<file path="src/rtl/multi_cycle_control_pkg.sv">
// -----------------------------------------------------------------------------
// mc_pkg
//  Shared constants for the multi-cycle CPU sequencer:
//   - FSM state encodings (S_*), also shown on the debug display;
//   - instruction opcodes (OP_*);
//   - ALU operation codes (ALU_*);
//   - RegDst and PCSrc select codes;
//   - the one-hot opcode class record produced by mc_opclass;
//   - alu_op_of(): opcode -> ALU operation.
// -----------------------------------------------------------------------------
package mc_pkg;

   localparam int OPW    = 6;
   localparam int ALUOPW = 3;

   typedef enum logic [2:0] {
      S_IF   = 3'b000,
      S_ID   = 3'b001,
      S_EXE  = 3'b010,
      S_MEM  = 3'b011,
      S_WB   = 3'b100,
      S_HALT = 3'b111
   } state_t;

   localparam logic [OPW-1:0] OP_ADD   = 6'b000000;
   localparam logic [OPW-1:0] OP_SUB   = 6'b000001;
   localparam logic [OPW-1:0] OP_ADDIU = 6'b000010;
   localparam logic [OPW-1:0] OP_AND   = 6'b010000;
   localparam logic [OPW-1:0] OP_ANDI  = 6'b010001;
   localparam logic [OPW-1:0] OP_ORI   = 6'b010010;
   localparam logic [OPW-1:0] OP_XORI  = 6'b010011;
   localparam logic [OPW-1:0] OP_SLL   = 6'b011000;
   localparam logic [OPW-1:0] OP_SLTI  = 6'b100110;
   localparam logic [OPW-1:0] OP_SLT   = 6'b100111;
   localparam logic [OPW-1:0] OP_SW    = 6'b110000;
   localparam logic [OPW-1:0] OP_LW    = 6'b110001;
   localparam logic [OPW-1:0] OP_BEQ   = 6'b110100;
   localparam logic [OPW-1:0] OP_BNE   = 6'b110101;
   localparam logic [OPW-1:0] OP_BLTZ  = 6'b110110;
   localparam logic [OPW-1:0] OP_J     = 6'b111000;
   localparam logic [OPW-1:0] OP_JR    = 6'b111001;
   localparam logic [OPW-1:0] OP_JAL   = 6'b111010;
   localparam logic [OPW-1:0] OP_HALT  = 6'b111111;

   localparam logic [ALUOPW-1:0] ALU_ADD  = 3'b000;
   localparam logic [ALUOPW-1:0] ALU_SUB  = 3'b001;
   localparam logic [ALUOPW-1:0] ALU_SLL  = 3'b010;   // B << A
   localparam logic [ALUOPW-1:0] ALU_OR   = 3'b011;
   localparam logic [ALUOPW-1:0] ALU_AND  = 3'b100;
   localparam logic [ALUOPW-1:0] ALU_SLTU = 3'b101;
   localparam logic [ALUOPW-1:0] ALU_SLT  = 3'b110;
   localparam logic [ALUOPW-1:0] ALU_XOR  = 3'b111;

   localparam logic [1:0] RD_R31 = 2'b00;   // link register
   localparam logic [1:0] RD_RT  = 2'b01;
   localparam logic [1:0] RD_RD  = 2'b10;

   localparam logic [1:0] PC_SEQ = 2'b00;   // PC+4
   localparam logic [1:0] PC_BR  = 2'b01;   // PC+4+(imm<<2)
   localparam logic [1:0] PC_RS  = 2'b10;   // register jump
   localparam logic [1:0] PC_JMP = 2'b11;   // absolute jump target

   typedef struct packed {
      logic rtype;
      logic ialu;
      logic load;
      logic store;
      logic branch;
      logic jump;
      logic halt;
      logic illegal;
   } op_class_t;

   function automatic logic [ALUOPW-1:0] alu_op_of(input logic [OPW-1:0] op);
      logic [ALUOPW-1:0] res;
      case (op)
         OP_SUB, OP_BEQ, OP_BNE, OP_BLTZ: res = ALU_SUB;   // branches compare by subtraction
         OP_AND, OP_ANDI:                 res = ALU_AND;
         OP_ORI:                          res = ALU_OR;
         OP_XORI:                         res = ALU_XOR;
         OP_SLL:                          res = ALU_SLL;
         OP_SLT, OP_SLTI:                 res = ALU_SLT;
         default:                         res = ALU_ADD;   // add/addiu and lw/sw address
      endcase
      return res;
   endfunction

endpackage

</file>
<file path="src/rtl/multi_cycle_control_opclass.sv">
// -----------------------------------------------------------------------------
// mc_opclass
//  Combinational opcode classifier. Exactly one bit of op_class is set.
//  Ports:
//   opcode   in   OPW  opcode from the instruction register
//   op_class out  8    one-hot {rtype, ialu, load, store, branch, jump, halt, illegal}
// -----------------------------------------------------------------------------
module mc_opclass
   import mc_pkg::*;
(
   input  logic [OPW-1:0] opcode,
   output op_class_t      op_class
);

   always_comb begin
      op_class = '0;
      case (opcode)
         OP_ADD, OP_SUB, OP_AND, OP_SLL, OP_SLT:       op_class.rtype   = 1'b1;
         OP_ADDIU, OP_ANDI, OP_ORI, OP_XORI, OP_SLTI:  op_class.ialu    = 1'b1;
         OP_LW:                                        op_class.load    = 1'b1;
         OP_SW:                                        op_class.store   = 1'b1;
         OP_BEQ, OP_BNE, OP_BLTZ:                      op_class.branch  = 1'b1;
         OP_J, OP_JR, OP_JAL:                          op_class.jump    = 1'b1;
         OP_HALT:                                      op_class.halt    = 1'b1;
         default:                                      op_class.illegal = 1'b1;
      endcase
   end

endmodule

</file>
<file path="src/rtl/multi_cycle_control.sv">
// -----------------------------------------------------------------------------
// multi_cycle_control
//  IF/ID/EXE/MEM/WB sequencer for the multi-cycle CPU datapath. The state
//  register is the only storage; every output is a combinational decode of
//  the state, the opcode and the ALU flags.
//  Optional feature macro: CU_STALL_EN -- adds mem_ready and holds S_MEM
//  while the data memory is not ready.
//  Ports:
//   CLK        in   1  clock, rising edge
//   Reset      in   1  asynchronous active-low reset
//   Opcode     in   6  opcode, stable from ID onward
//   zero/sign  in   1  ALU flags, used to resolve branches in EXE
//   mem_ready  in   1  data memory ready (CU_STALL_EN only)
//   PCWre, IRWre, RegWre          out  load/write strobes
//   RegDst, WrRegDSrc, ALUSrcA, ALUSrcB, ExtSel, ALUOp, DBDataSrc, PCSrc
//                                 out  datapath selects
//   nRD, nWR   out  1  data memory read/write, active low
//   state      out  3  current state for the debug display
// -----------------------------------------------------------------------------
module multi_cycle_control
   import mc_pkg::*;
(
   input  logic              CLK,
   input  logic              Reset,
   input  logic [OPW-1:0]    Opcode,
   input  logic              zero,
   input  logic              sign,
`ifdef CU_STALL_EN
   input  logic              mem_ready,
`endif
   output logic              PCWre,
   output logic              IRWre,
   output logic              RegWre,
   output logic [1:0]        RegDst,
   output logic              WrRegDSrc,
   output logic              ALUSrcA,
   output logic              ALUSrcB,
   output logic              ExtSel,
   output logic [ALUOPW-1:0] ALUOp,
   output logic              nRD,
   output logic              nWR,
   output logic              DBDataSrc,
   output logic [1:0]        PCSrc,
   output logic [2:0]        state
);

   state_t    state_q, state_d;
   op_class_t cls;
   logic      mem_go;
   logic      is_jal, is_j, is_jr, is_sll, sext_op, br_taken;

   mc_opclass u_opclass (
      .opcode   (Opcode),
      .op_class (cls)
   );

`ifdef CU_STALL_EN
   assign mem_go = mem_ready;
`else
   assign mem_go = 1'b1;
`endif

   assign is_jal  = (Opcode == OP_JAL);
   assign is_j    = (Opcode == OP_J);
   assign is_jr   = (Opcode == OP_JR);
   assign is_sll  = (Opcode == OP_SLL);
   assign sext_op = (Opcode == OP_ADDIU) || (Opcode == OP_SLTI) ||
                    cls.load || cls.store || cls.branch;

   always_comb begin
      br_taken = 1'b0;
      case (Opcode)
         OP_BEQ:  br_taken = zero;
         OP_BNE:  br_taken = ~zero;
         OP_BLTZ: br_taken = sign;
         default: br_taken = 1'b0;
      endcase
   end

   // Next state
   always_comb begin
      state_d = state_q;
      case (state_q)
         S_IF:   state_d = S_ID;
         S_ID: begin
            if (cls.halt)
               state_d = S_HALT;
            else if (cls.jump || cls.illegal)   // unknown opcodes retire as a NOP
               state_d = S_IF;
            else
               state_d = S_EXE;
         end
         S_EXE: begin
            if (cls.branch)
               state_d = S_IF;
            else if (cls.load || cls.store)
               state_d = S_MEM;
            else
               state_d = S_WB;
         end
         S_MEM: begin
            if (mem_go)
               state_d = cls.load ? S_WB : S_IF;
         end
         S_WB:   state_d = S_IF;
         S_HALT: state_d = S_HALT;
         default: state_d = S_IF;
      endcase
   end

   always_ff @(posedge CLK or negedge Reset) begin
      if (!Reset)
         state_q <= S_IF;
      else
         state_q <= state_d;
   end

   // Output decode. While Reset is low everything is forced to its idle value,
   // otherwise selects follow the opcode for the whole instruction and strobes
   // follow the state.
   always_comb begin
      PCWre     = 1'b0;
      IRWre     = 1'b0;
      RegWre    = 1'b0;
      RegDst    = RD_R31;
      WrRegDSrc = 1'b0;
      ALUSrcA   = 1'b0;
      ALUSrcB   = 1'b0;
      ExtSel    = 1'b0;
      ALUOp     = ALU_ADD;
      nRD       = 1'b1;
      nWR       = 1'b1;
      DBDataSrc = 1'b0;
      PCSrc     = PC_SEQ;
      if (Reset) begin
         if (cls.rtype)
            RegDst = RD_RD;
         else if (cls.ialu || cls.load)
            RegDst = RD_RT;
         WrRegDSrc = ~is_jal;               // jal writes the return address
         ALUSrcA   = is_sll;
         ALUSrcB   = cls.ialu || cls.load || cls.store;
         ExtSel    = sext_op;
         ALUOp     = alu_op_of(Opcode);
         DBDataSrc = cls.load;
         if (is_j || is_jal)
            PCSrc = PC_JMP;
         else if (is_jr)
            PCSrc = PC_RS;
         else if (cls.branch && (state_q == S_EXE) && br_taken)
            PCSrc = PC_BR;

         IRWre  = (state_q == S_IF);
         // The last state of an instruction is the one returning to IF; this
         // also keeps PCWre low while S_MEM is stalled and in S_HALT.
         PCWre  = (state_d == S_IF);
         RegWre = (state_q == S_WB) || ((state_q == S_ID) && is_jal);
         nRD    = ~((state_q == S_MEM) && cls.load);
         nWR    = ~((state_q == S_MEM) && cls.store);
      end
   end

   assign state = state_q;

endmodule

</file>
<file path="config.mk">
export PLATFORM = sky130hd
export DESIGN_NAME = multi_cycle_control
export DESIGN_NICKNAME = d
export VERILOG_FILES = /design/src/rtl/multi_cycle_control_pkg.sv /design/src/rtl/multi_cycle_control_opclass.sv /design/src/rtl/multi_cycle_control.sv
export SDC_FILE = /design/constraint.sdc
export NUM_CORES = 1
export LEC_CHECK = 0
export BUFFER_PORTS_ARGS = -buffer_cell sky130_fd_sc_hd__buf_2
export CORE_MARGIN = 10
export CORE_UTILIZATION = 49
export DETAILED_ROUTE_END_ITERATION = 6
export MAX_ROUTING_LAYER = met4
export PLACE_DENSITY = 0.8
export SYNTH_ARGS = -nofsm -noshare
export SYNTH_HDL_FRONTEND = slang
export SYNTH_HIERARCHICAL = 1
export SYNTH_SLANG_ARGS = --single-unit
</file>
<file path="constraint.sdc">
create_clock -name CLK -period 1.85 [get_ports CLK]
set_input_delay 0.2775 -clock CLK [delete_from_list [all_inputs] [get_ports CLK]]
set_output_delay 0.2775 -clock CLK [all_outputs]
set_load 0.005 [all_outputs]
</file>
== Word-level counts from Yosys, hierarchy flattened ==
Cells that the tools add are included.

* Flip-flop bits (word level): 3
* Input bits: 10
* Output and inout port bits: 20
* Word-level logic and storage cells: 88

* Equality and inequality tests: 23
* Muxes and demuxes: 34
* Bitwise operators: 4
* Reduce and logical (&&, ||, !) cells: 26

{| class="wikitable"
|+ Operator list
! operator !! number
|-
| $eq A6 B6 Y1 const B || 11
|-
| $eq A6 B5 Y1 const B || 5
|-
| $mux W1 || 20
|-
| $reduce_or A19 Y1 || 1
|-
| $pmux W3 S6 || 1
|-
| $mux W3 || 5
|-
| $pmux W3 S5 || 1
|-
| $mux W2 || 6
|-
| $logic_or A1 B1 Y1 || 10
|-
| $reduce_or A5 Y1 || 2
|-
| $eq A3 B2 Y1 const B || 2
|-
| $eq A3 B3 Y1 const B || 2
|-
| $eq A6 B1 Y1 const B || 1
|-
| $eq A6 B2 Y1 const B || 1
|-
| $logic_not A3 Y1 || 2
|-
| $logic_not A6 Y1 || 1
|-
| $reduce_or A3 Y1 || 2
|-
| $logic_and A1 B1 Y1 || 5
|-
| $not A1 Y1 || 4
|-
| $reduce_or A2 Y1 || 2
|-
| $reduce_or A4 Y1 || 1
|-
| $eq A3 B1 Y1 const B || 1
|-
| $pmux W1 S3 || 1
|}

== Longest topological paths before layout ==
Gate-level depths: netlist (run 1).

* Depth in word-level cells: 9
* Depth in mapped cells: 8
* Mapped depth without buffers: 7

== By module ==
The synthesis (run 1) kept the hierarchy.

{| class="wikitable"
|+ By module, submodules not included
! module !! instances !! cells each !! area an instance (sq um) !! sequential area each (sq um)
|-
| multi_cycle_control || 1 || 77 || 559.3 || 75.1
|-
| mc_opclass || 1 || 39 || 244.0 || 0.0
|}

== Worst setup path before layout (run 1) ==
OpenSTA, ideal clock, no wires.

* Kind: input to output
* From: in Opcode[0]
* To: out PCWre
* Data arrival time: 1.495 ns
* Required time: 1.572 ns
* Path slack: 0.077 ns
* Cell stages on the path: 7
* Buffers on the path: 1
* Cell sequence: buf_4 -> nand2_1 -> nand3_1 -> nor2_1 -> or4b_4 -> and2_0 -> and4_1

{| class="wikitable"
|+ RTL lines
! item !! line !! RTL
|-
| from (decl) || multi_cycle_control.sv:25 || <nowiki>input logic [OPW-1:0] Opcode,</nowiki>
|-
| to (decl) || multi_cycle_control.sv:31 || <nowiki>output logic PCWre,</nowiki>
|}

==> results.md, run 1 <==
- Initial antenna violation count: 0
- PwrDens: ~560 mW/mm2
- Drt initial violations: between 40 and 50
- Gp weighted congestion: a little over 0.9
- Reg clk slew, reported paths: 0.04 ns
- Sequential share of the synthesized area: about a tenth
- Netlist cell types: 54
- Crit path required time: between 1.5 and 2 ns
- Layout cells sized above 1: roughly 50%
- Clock Skew: roughly 0.011 ns
- Period utilization: 104%
- Syn nets: ~130
- DIE AREA: 0.00366 mm2
- Crit path kind: primary input to primary output
- Syn Area/Cell: 6.92 um2
- Fin cells: approximately 190
- Fin. Hold Viols: 0
- Detailed Routing Iterations Pass 1: 4
- DR vias: 1179
- Worst-skew pair later-pin latency: 0.25 ns
- Startpoint Class: primary input
- Post-synthesis cell area: about 800 um2
- Core Area: around 0.0015 mm2
- Worst hold path type: primary input to asynchronous set/reset pin
- Status: finished with violations
- Final Hold Slack: approximately 0.086 ns
- Pin count of the biggest net entering global routing: 13
- Placed insts: roughly 180
- Vias in the first global route: between 1000 and 1500
- Fin nets: 180
- Clock Path Buffers: 2
- Peak VDD IR: about 330 uV
- Rows: 14
- Wirelength per Cell: roughly 19 um
- Yosys Warn Count: 6
- FMAX: ~520 MHz
- CTS tree: built
- Total GRT Usage: 16.1%
- Syn-to-layout area delta: 60.4%
- Crit path arrival time: around 1.6 ns
- Seq cells post-synth: 3
- Util after Layout: between 80% and 90%
- Tmin final: approximately 1.9 ns
- N_diodes: 0
- Max_slew headroom: 64.1%
- Vias per cell: between 6 and 7
- Grt ovf: 0
- Detail Placement HPWL: ~2200 um
- P_leak: just under 0.6 nW
- Failing checks: setup timing
- Synth top area share: 9.35%
- IO buf count: 29
- Worst-margin pin slew: between 0.5 and 0.6 ns
- Clk sinks: 3
- Max-slew violation count: 0
- Prevailing post-synth register cell: dfrtp_1
- Largest cells by area after synthesis: dfrtp_1 9.3%, nor2_1 7.9%, nor3b_1 4.7%
- CP max FO: 9
- Post-Syn Instances: between 100 and 150
- Design Power: approximately 0.00073 W
- Max reg flops: 3
- Asr flop ratio synth: between 90% and 100%
- Max-cap violations: 0
- Clk root buf: clkbuf_4
- CTS Buf Count: 3
- Number of flops mapped to enable cells by yosys: 0
- Final number of setup-violating endpoints: 2
- Htree depth: 1
- Setup ws final: -0.0689 ns
- Die span in y: 60.5 um
- Top cells by count, synth: 17 x nor2_1, 6 x nand2_1, 5 x nand2b_1, 5 x nor3b_1, 5 x o21ai_0
- Die span in x: slightly above 60 um
- Ports: 30
- Setup crit end kind: primary output
- Drt total wl: ~3500 um
- Global-route wire length before repair: between 4000 and 5000 um
- # hold bufs at CTS: 0
- Remaining DRCs: 0
- Cell taking the most area after synthesis: dfrtp_1
- Post-route ant nets: 0
- Initial Utilization: 52.7%
- Count leader, synth: nor2_1
- RSZ-0062 raised after global routing: yes
placed cells by master (no fill, tap or decap), types with 3 or more instances in the layout:
cell type	instances
buf_4	23
clkbuf_4	5
nor2_2	3
nand2b_1	4
and3b_1	3
nor2_1	14
nand2_1	5
nor3b_1	3
o31a_1	3
buf_6	10
dfrtp_1	3
a21oi_1	4
nand4_1	3
o21ai_0	4
buf_2	24
report_power, final:
part / internal (W) / switching [W] / total (W)
logic: 0.000251 / 0.000248 / 0.000499
registers: 0.0000887 / 0.0000148 / 0.000103
clock network: 0.0000815 / 0.0000442 / 0.000126
layer usage:
metal  global-route usage [%]  wire, um  vias to the layer above
met5                        -         0                        -
met2                     29.6      1790                       83
met4                     7.52       131                        0
met3                     1.88       253                       13
li1                         -         -                      532
met1                     16.4      1300                      551
worst paths after layout:
path / endpoint / slack (ns) / from / cells past startpoint
worst max-delay path: PCWre / -0.07 / Opcode[4] / 9
worst min-delay path: state[2]$_DFF_PN0_ / 0.09 / Reset / 2
worst max register to register: state[2]$_DFF_PN0_ / 0.41 / state[0]$_DFF_PN0_ / 3
worst min register to register: state[2]$_DFF_PN0_ / 0.69 / state[0]$_DFF_PN0_ / 3
max in group asynchronous: state[0]$_DFF_PN0_ / 1.63 / Reset / 2
min in group CLK: state[2]$_DFF_PN0_ / 0.69 / state[0]$_DFF_PN0_ / 3
worst max-delay path, cell delays in order:
cell	delay, ns
clkbuf_4	0.16
buf_6	0.14
nand2_1	0.06
a31oi_1	0.20
o221a_1	0.22
nor2_2	0.05
o211ai_1	0.22
and4_1	0.20
buf_2	0.11
cell families (layout without fill, tap and decap cells):
logic type / Yosys count / count (layout) / share of synthesized area [%]
XOR/XNOR: 1 / 1 / 1.09
buffers and inverters: 16 / 69 / 11.5
multiplexers: 2 / 2 / 2.65
AO/OA/AOI/OAI: 31 / 31 / 27.9
flip-flops: 3 / 3 / 9.35
AND/OR/NAND/NOR: 63 / 63 / 47.5
area by class of cell:
type                            count  area (um2)
Multi-Input combinational cell     97         689
Sequential cell                     3        75.1
Timing Repair Buffer               61         460
Fill cell                          99         235
Clock buffer                        4        26.3
Inverter                            4        17.5
Tap cell                           16        20.0
metrics by stage:
| step | setup TNS [ns] | cell area [um2] | setup slack [ns] |
|---|---|---|---|
| floorplan | 0 | 803 | 0.0772 |
| global placement | 0 | 1100 | 0.0102 |
| detailed placement | -0.0509 | 1100 | -0.0509 |
| CTS | -0.0560 | 1170 | -0.0332 |
| global route | -0.326 | 1290 | -0.116 |
| finish | -0.0884 | 1290 | -0.0689 |
repair_timing:
item | CTS | global route
buffers inserted | 1 | 3
resized for setup | 4 | 24
pin swaps | 4 | 7
setup endpoints to repair | 3 | 5
Power figures use the tool's default switching activity.
==> inputs of run 2 (changes only) <==
--- a/config.mk
+++ b/config.mk
@@ -8,6 +8,7 @@
 export BUFFER_PORTS_ARGS = -buffer_cell sky130_fd_sc_hd__buf_2
 export CORE_MARGIN = 10
 export CORE_UTILIZATION = 49
+export CTS_BUF_LIST = sky130_fd_sc_hd__clkbuf_16
 export DETAILED_ROUTE_END_ITERATION = 6
 export MAX_ROUTING_LAYER = met4
 export PLACE_DENSITY = 0.8
==> run 2 against run 1 <==
- the flow still finishes with violations (setup timing)
- routed wire length up 9.1%
- combinational power up 6.6%
- cell count up 2.7%
- via count up 7.0%
- die area unchanged
- core utilization up 4.2 points
- non-clock buffer count up 5
- maximum frequency down 1.4%
- sequential share of layout area down 0.27 points
- clock power rose to 2.8 times the previous value
- clock-buffer cell count down 1
- flip-flop and latch count unchanged
==> results.md, run 2 (same netlist as run 1, synthesis figures left out) <==
- Post-route ant nets: 0 (unchanged)
- Worst slack at placement: -0.0509 ns (unchanged)
- Max-cap violations: 0 (unchanged)
- Period utilization: 105% (+1.5 points)
- Fill count: 82 (-17%)
- DIE AREA: 0.00366 mm2 (unchanged)
- Die span in x: 60.5 um (unchanged)
- Design Power: 0.000992 W (+36%)
- Fin. Hold Viols: 0 (unchanged)
- Syn-to-layout area delta: 68.4%
- Crit path arrival time: 1.67 ns (+0.03 ns)
- Worst path cell trace: buf_2, buf_6, o22ai_1, a21oi_1, o221a_1, nor2_2, o211ai_1, and4_1, buf_2
- Layer with the highest usage: met2
- CP top delay family: compound AO/OA/AOI/OAI gates
- # hold bufs at CTS: 0 (unchanged)
- Crit path kind: primary input to primary output
- Remaining DRCs: 0 (unchanged)
- Critical path startpoint: Opcode[5]
- Final Hold Slack: 0.131 ns (+0.0447 ns)
- Util after Layout: 88.8% (+4.2 points)
- Setup crit end kind: primary output
- Failing checks: setup timing
- Max_slew headroom: 72.2% (+8.1 points)
- Crit-path slowest cell: and4_1
- Max-slew violation count: 0 (unchanged)
- R2R Path Start: state[0]$_DFF_PN0_
- CP bufs+invs: 3 (unchanged)
- CTS tree: built
- Detailed Routing Iterations Pass 1: 4 (unchanged)
- FMAX: 514 MHz (-1.4%)
- Gp weighted congestion: 0.925 (unchanged)
- Status: finished with violations
- Max reg flops: 3 (unchanged)
- Detail Placement HPWL: 2250 um (unchanged)
- CP max stage delay: 0.24 ns (+0.02 ns)
- Layout cells sized above 1: 51.1% (+1.4 points)
- PwrDens: 734 mW/mm2 (+30%)
- Crit path required time: 1.57 ns (about the same)
- Clk root buf: clkbuf_16
- Worst-margin pin slew: 0.411 ns (-0.121 ns)
- GR Util met1: 17.8% (+1.4 points)
- Most used cell, CP: buf_2
- Initial antenna violation count: 0 (unchanged)
- P_leak: 0.640 nW (+7.4%)
- Wirelength per Cell: 20.0 um (+6.2%)
- CP max FO: 5 (-4)
- Global-route wire length before repair: 4790 um (+4.5%)
- Fin nets: 185 (+2.8%)
- Worst hold path type: primary input to asynchronous set/reset pin
- Die span in y: 60.5 um (unchanged)
- RSZ-0062 raised after global routing: yes
- Total GRT Usage: 16.7% (+0.64 points)
- Vias per cell: 6.64 (+4.1%)
- Placed insts: 177 (unchanged)
- Core Area: 0.00152 mm2 (unchanged)
- Htree depth: 1 (unchanged)
- Grt ovf: 0 (unchanged)
- Routing usage on met3: 2.51% (+0.63 points)
- CTS Buf Count: 3 (unchanged)
- Met2 track demand over resource: 28.7% (-0.88 points)
- Fin cells: 190 (+2.7%)
- Tmin final: 1.95 ns (+0.0280 ns)
- Clk sinks: 3 (unchanged)
- Clock Path Buffers: 2 (unchanged)
- Reg clk slew, reported paths: 0.04 ns (about the same)
- Clock Skew: 0.00772 ns (-0.00367 ns)
- Commonest cells after routing, fill and taps aside: 28 x buf_4, 26 x buf_2, 15 x nor2_1, 10 x buf_6, 5 x nand2_1
- Worst-skew pair later-pin latency: 0.23 ns (-0.02 ns)
- Startpoint Class: primary input
- Setup ws final: -0.0969 ns (-0.0280 ns)
- Initial Utilization: 52.7% (unchanged)
- Most common cell after layout, fill and taps aside: buf_4
- Drt total wl: 3800 um (+9.1%)
- Rows: 14 (unchanged)
- Pin count of the biggest net entering global routing: 13 (unchanged)
- IO buf count: 29 (unchanged)
- Peak VDD IR: 408 uV (+25%)
- Final number of setup-violating endpoints: 2 (unchanged)
- Drt initial violations: 71 (+54%)
- Ports: 30 (unchanged)
- DR vias: 1261 (+7.0%)
- Vias in the first global route: 1115 (+2.5%)
- N_diodes: 0 (unchanged)
## run 2: metal layers
metal	up-vias	share of wire, %
met2	98	48
met3	32	8.3
li1	545	-
met5	-	0
met1	586	36
met4	0	7.1
## run 2: worst paths after layout
path                       slack, ns                 end  depth (start not counted)
max in group asynchronous       1.59  state[0]$_DFF_PN0_                          2
setup reg to reg                0.30  state[2]$_DFF_PN0_                          4
min in group CLK                0.80  state[1]$_DFF_PN0_                          3
hold reg to reg                 0.80  state[1]$_DFF_PN0_                          3
hold / removal                  0.13  state[2]$_DFF_PN0_                          2
setup / recovery                -0.1               PCWre                          9
## run 2: layout make-up
cell class / instances / area, um2 / area share (%)
sequential: 3 / 75.1 / 5.55
tap: 16 / 20.0 / 1.48
clock inverter: 1 / 3.75 / 0.278
inverter: 4 / 17.5 / 1.30
clock buffer: 3 / 75.1 / 5.55
multi-input combinational: 97 / 681 / 50.3
timing repair buffer: 66 / 480 / 35.5
## run 2: per-stage QoR
| step | area (um2) | TNS, ns |
|---|---|---|
| floorplan | 803 | 0 |
| CTS | 1230 | -0.0359 |
| global placement | 1100 | 0 |
| finish | 1350 | -0.132 |
| detailed placement | 1100 | -0.0509 |
| global route | 1350 | -0.285 |
## run 2: power by group
part	leakage, nW	switching [W]	internal, W
Clock	0.0423	0.0000730	0.000280
Sequential	0.0391	0.0000183	0.0000888
Combinational	0.559	0.000267	0.000265
Total	0.640	0.000358	0.000634
## run 2: what timing repair did
action                                  CTS  global route
endpoints found under the hold margin     0             0
endpoints found under the setup margin    3             4
pin swaps                                 4             7
gates resized for setup                   4            23
gates cloned                              0             1
setup buffers                             2             6
==> inputs of run 3 (changes only) <==
--- a/config.mk
+++ b/config.mk
@@ -12,6 +12,7 @@
 export DETAILED_ROUTE_END_ITERATION = 6
 export MAX_ROUTING_LAYER = met4
 export PLACE_DENSITY = 0.8
+export RECOVER_POWER = 50
 export SYNTH_ARGS = -nofsm -noshare
 export SYNTH_HDL_FRONTEND = slang
 export SYNTH_HIERARCHICAL = 1
==> run 3 against run 2 <==
- the flow still finishes with violations (setup timing)
- combinational power barely moved
- register-to-register slack barely moved
- first-iteration DRC count fell by 1.4%
- flip-flop and latch count did not move
- worst hold slack improved by 0.25 ns
- cell count did not move
- worst setup slack improved by 0.0022 ns
- clock power barely moved
- core utilization fell by 0.33 points
- power fell by 0.19%
- sequential share of layout area barely moved
- largest cell class unchanged
==> results.md, run 3 (same netlist as run 1, synthesis figures left out) <==
- Grt ovf: 0 (unchanged)
- Fin nets: 185 (unchanged)
- Fin. Hold Viols: 0 (unchanged)
- Remaining DRCs: 0 (unchanged)
- Final Hold Slack: 0.382 ns (+0.251 ns)
- Crit path arrival time: 1.67 ns (about the same)
- DR vias: 1252 (-0.71%)
- Post-place instance area: 0.00110 mm2 (unchanged)
- Switching Fraction: 36.1% (about the same)
- R2R cell count: 4 (unchanged)
- Detail Placement HPWL: 2250 um (unchanged)
- Sw Pwr: 0.000357 W (-0.14%)
- Gp weighted congestion: 0.925 (unchanged)
- Worst-margin pin slew: 0.496 ns (+0.0851 ns)
- Crit path kind: primary input to primary output
- CP top delay family: compound AO/OA/AOI/OAI gates
- Ports: 30 (unchanged)
- Post-route cell area: 0.00135 mm2 (-0.37%)
- Met3 Routed Length: 273 um (-13%)
- Total GRT Usage: 16.7% (unchanged)
- Layout cells sized above 1: 50.0% (-1.1 points)
- Vias per cell: 6.59 (-0.71%)
- P_leak: 0.634 nW (-1.0%)
- Post-route ant nets: 0 (unchanged)
- Comb power frac: 53.5% (about the same)
- Most common cell after layout, fill and taps aside: buf_4
- Crit-path slowest cell: and4_1
- Max-slew violation count: 0 (unchanged)
- Detailed Routing Iterations Pass 1: 4 (unchanged)
- Pin count of the biggest net entering global routing: 13 (unchanged)
- Htree depth: 1 (unchanged)
- Util after Layout: 88.4% (-0.33 points)
- Initial Utilization: 52.7% (unchanged)
- Failing checks: setup timing
- Max-cap violations: 0 (unchanged)
- Syn-to-layout area delta: 67.8%
- Startpoint Class: primary input
- Tmin final: 1.94 ns (-0.00222 ns)
- Setup crit end kind: primary output
- Clock Path Buffers: 2 (unchanged)
- Wirelength per Cell: 20.0 um (-0.13%)
- Sequential power share: 10.9% (about the same)
- Worst-skew pair later-pin latency: 0.23 ns (about the same)
- Design Power: 0.000990 W (-0.19%)
- Share of power burned in the clock network: 35.7% (about the same)
- CP bufs+invs: 3 (unchanged)
- R2R Path Start: state[0]$_DFF_PN0_
- Clk sinks: 3 (unchanged)
- CTS tree: built
- Critical path startpoint: Opcode[5]
- Setup ws final: -0.0946 ns (+0.00222 ns)
- Peak VDD IR: 407 uV (-0.33%)
- Die span in x: 60.5 um (unchanged)
- Crit path required time: 1.57 ns (about the same)
- R2r endpoint: state[2]$_DFF_PN0_
- Max_slew headroom: 66.9% (-5.3 points)
- FF-to-FF setup slack: 0.29 ns (about the same)
- Most used cell, CP: buf_2
- FMAX: 514 MHz (+0.11%)
- Worst slack at placement: -0.0509 ns (unchanged)
- CTS Buf Count: 3 (unchanged)
- Core Area: 0.00152 mm2 (unchanged)
- DIE AREA: 0.00366 mm2 (unchanged)
- Clk root buf: clkbuf_16
- WL met1: 1380 um (+0.36%)
- Internal power: 0.000633 W (-0.22%)
- Metal2 WL: 1880 um (+2.4%)
- Status: finished with violations
- Drt initial violations: 70 (-1.4%)
- IO buf count: 29 (unchanged)
- Worst path cell trace: buf_2, buf_6, o22ai_1, a21oi_1, o221a_1, nor2_2, o211ai_1, and4_1, buf_2
- RSZ-0062 raised after global routing: yes
- Die span in y: 60.5 um (unchanged)
- Reg clk slew, reported paths: 0.04 ns (about the same)
- Max reg flops: 3 (unchanged)
- PwrDens: 735 mW/mm2 (+0.18%)
- Rows: 14 (unchanged)
- Commonest cells after routing, fill and taps aside: 27 x buf_4, 25 x buf_2, 15 x nor2_1, 10 x buf_6, 5 x nand2_1
- Clock Skew: 0.00761 ns (-0.000114 ns)
- Drt total wl: 3790 um (-0.13%)
- Top layer in use: met4
- CP max FO: 5 (unchanged)
- Global-route wire length before repair: 4790 um (unchanged)
- N_diodes: 0 (unchanged)
- Period utilization: 105% (-0.12 points)
- CP max stage delay: 0.24 ns (about the same)
- Initial antenna violation count: 0 (unchanged)
- Vias in the first global route: 1115 (unchanged)
- Worst hold path type: primary input to asynchronous set/reset pin
- Final number of setup-violating endpoints: 2 (unchanged)
## run 3: cell types whose count changed in the layout (fill, tap and decap cells not counted)
cell / previous run / this run
buf_2: 26 / 25
buf_4: 28 / 27
clkbuf_1: 0 / 2
## run 3: per-stage QoR
| step | cells | TNS (ns) |
|---|---|---|
| 4_1_cts | 183 | -0.0359 |
| 5_1_grt | 190 | -0.286 |
| 6_report | 190 | -0.131 |
| 3_3_place_gp | 177 | 0 |
| 2_1_floorplan | 116 | 0 |
| 3_5_place_dp | 177 | -0.0509 |
## run 3: worst max path at each step
stage            end  slack [ns]  cells past startpoint
6_report       PCWre       -0.09                      9
5_1_grt        PCWre       -0.15                      9
4_1_cts        PCWre       -0.03                      4
3_5_place_dp   PCWre       -0.05                      9
3_3_place_gp   PCWre        0.01                      8
2_1_floorplan  PCWre        0.08                      7
## run 3: area by class of cell
class	count	area [um2]
multi-input combinational	97	681
timing repair buffer	66	475
fill	85	176
sequential	3	75.1
clock buffer	3	75.1
tap	16	20.0
inverter	4	17.5
clock inverter	1	3.75
## run 3: layer usage
metal	track usage, %	up-vias
met5	-	-
met4	9.40	0
met3	2.51	26
met2	28.7	87
met1	17.8	592
li1	-	547
## run 3: repair_timing
| action | in CTS | in global routing |
|---|---|---|
| hold buffers | 0 | 0 |
| resized for setup | 4 | 23 |
| buffers inserted | 2 | 6 |
| pin swaps | 4 | 7 |
| cloned | 0 | 1 |
| setup endpoints to repair | 3 | 4 |
## run 3: power by group through the flow
| stage | sequential, W | clock (W) | combinational, W |
|---|---|---|---|
| floorplan | 0.000117 | 0 | 0.000218 |
| global placement | 0.000104 | 0 | 0.000390 |
| detailed placement | 0.000103 | 0 | 0.000402 |
| CTS | 0.000106 | 0.000348 | 0.000455 |
| global route | 0.000110 | 0.000363 | 0.000563 |
| finish | 0.000108 | 0.000353 | 0.000530 |
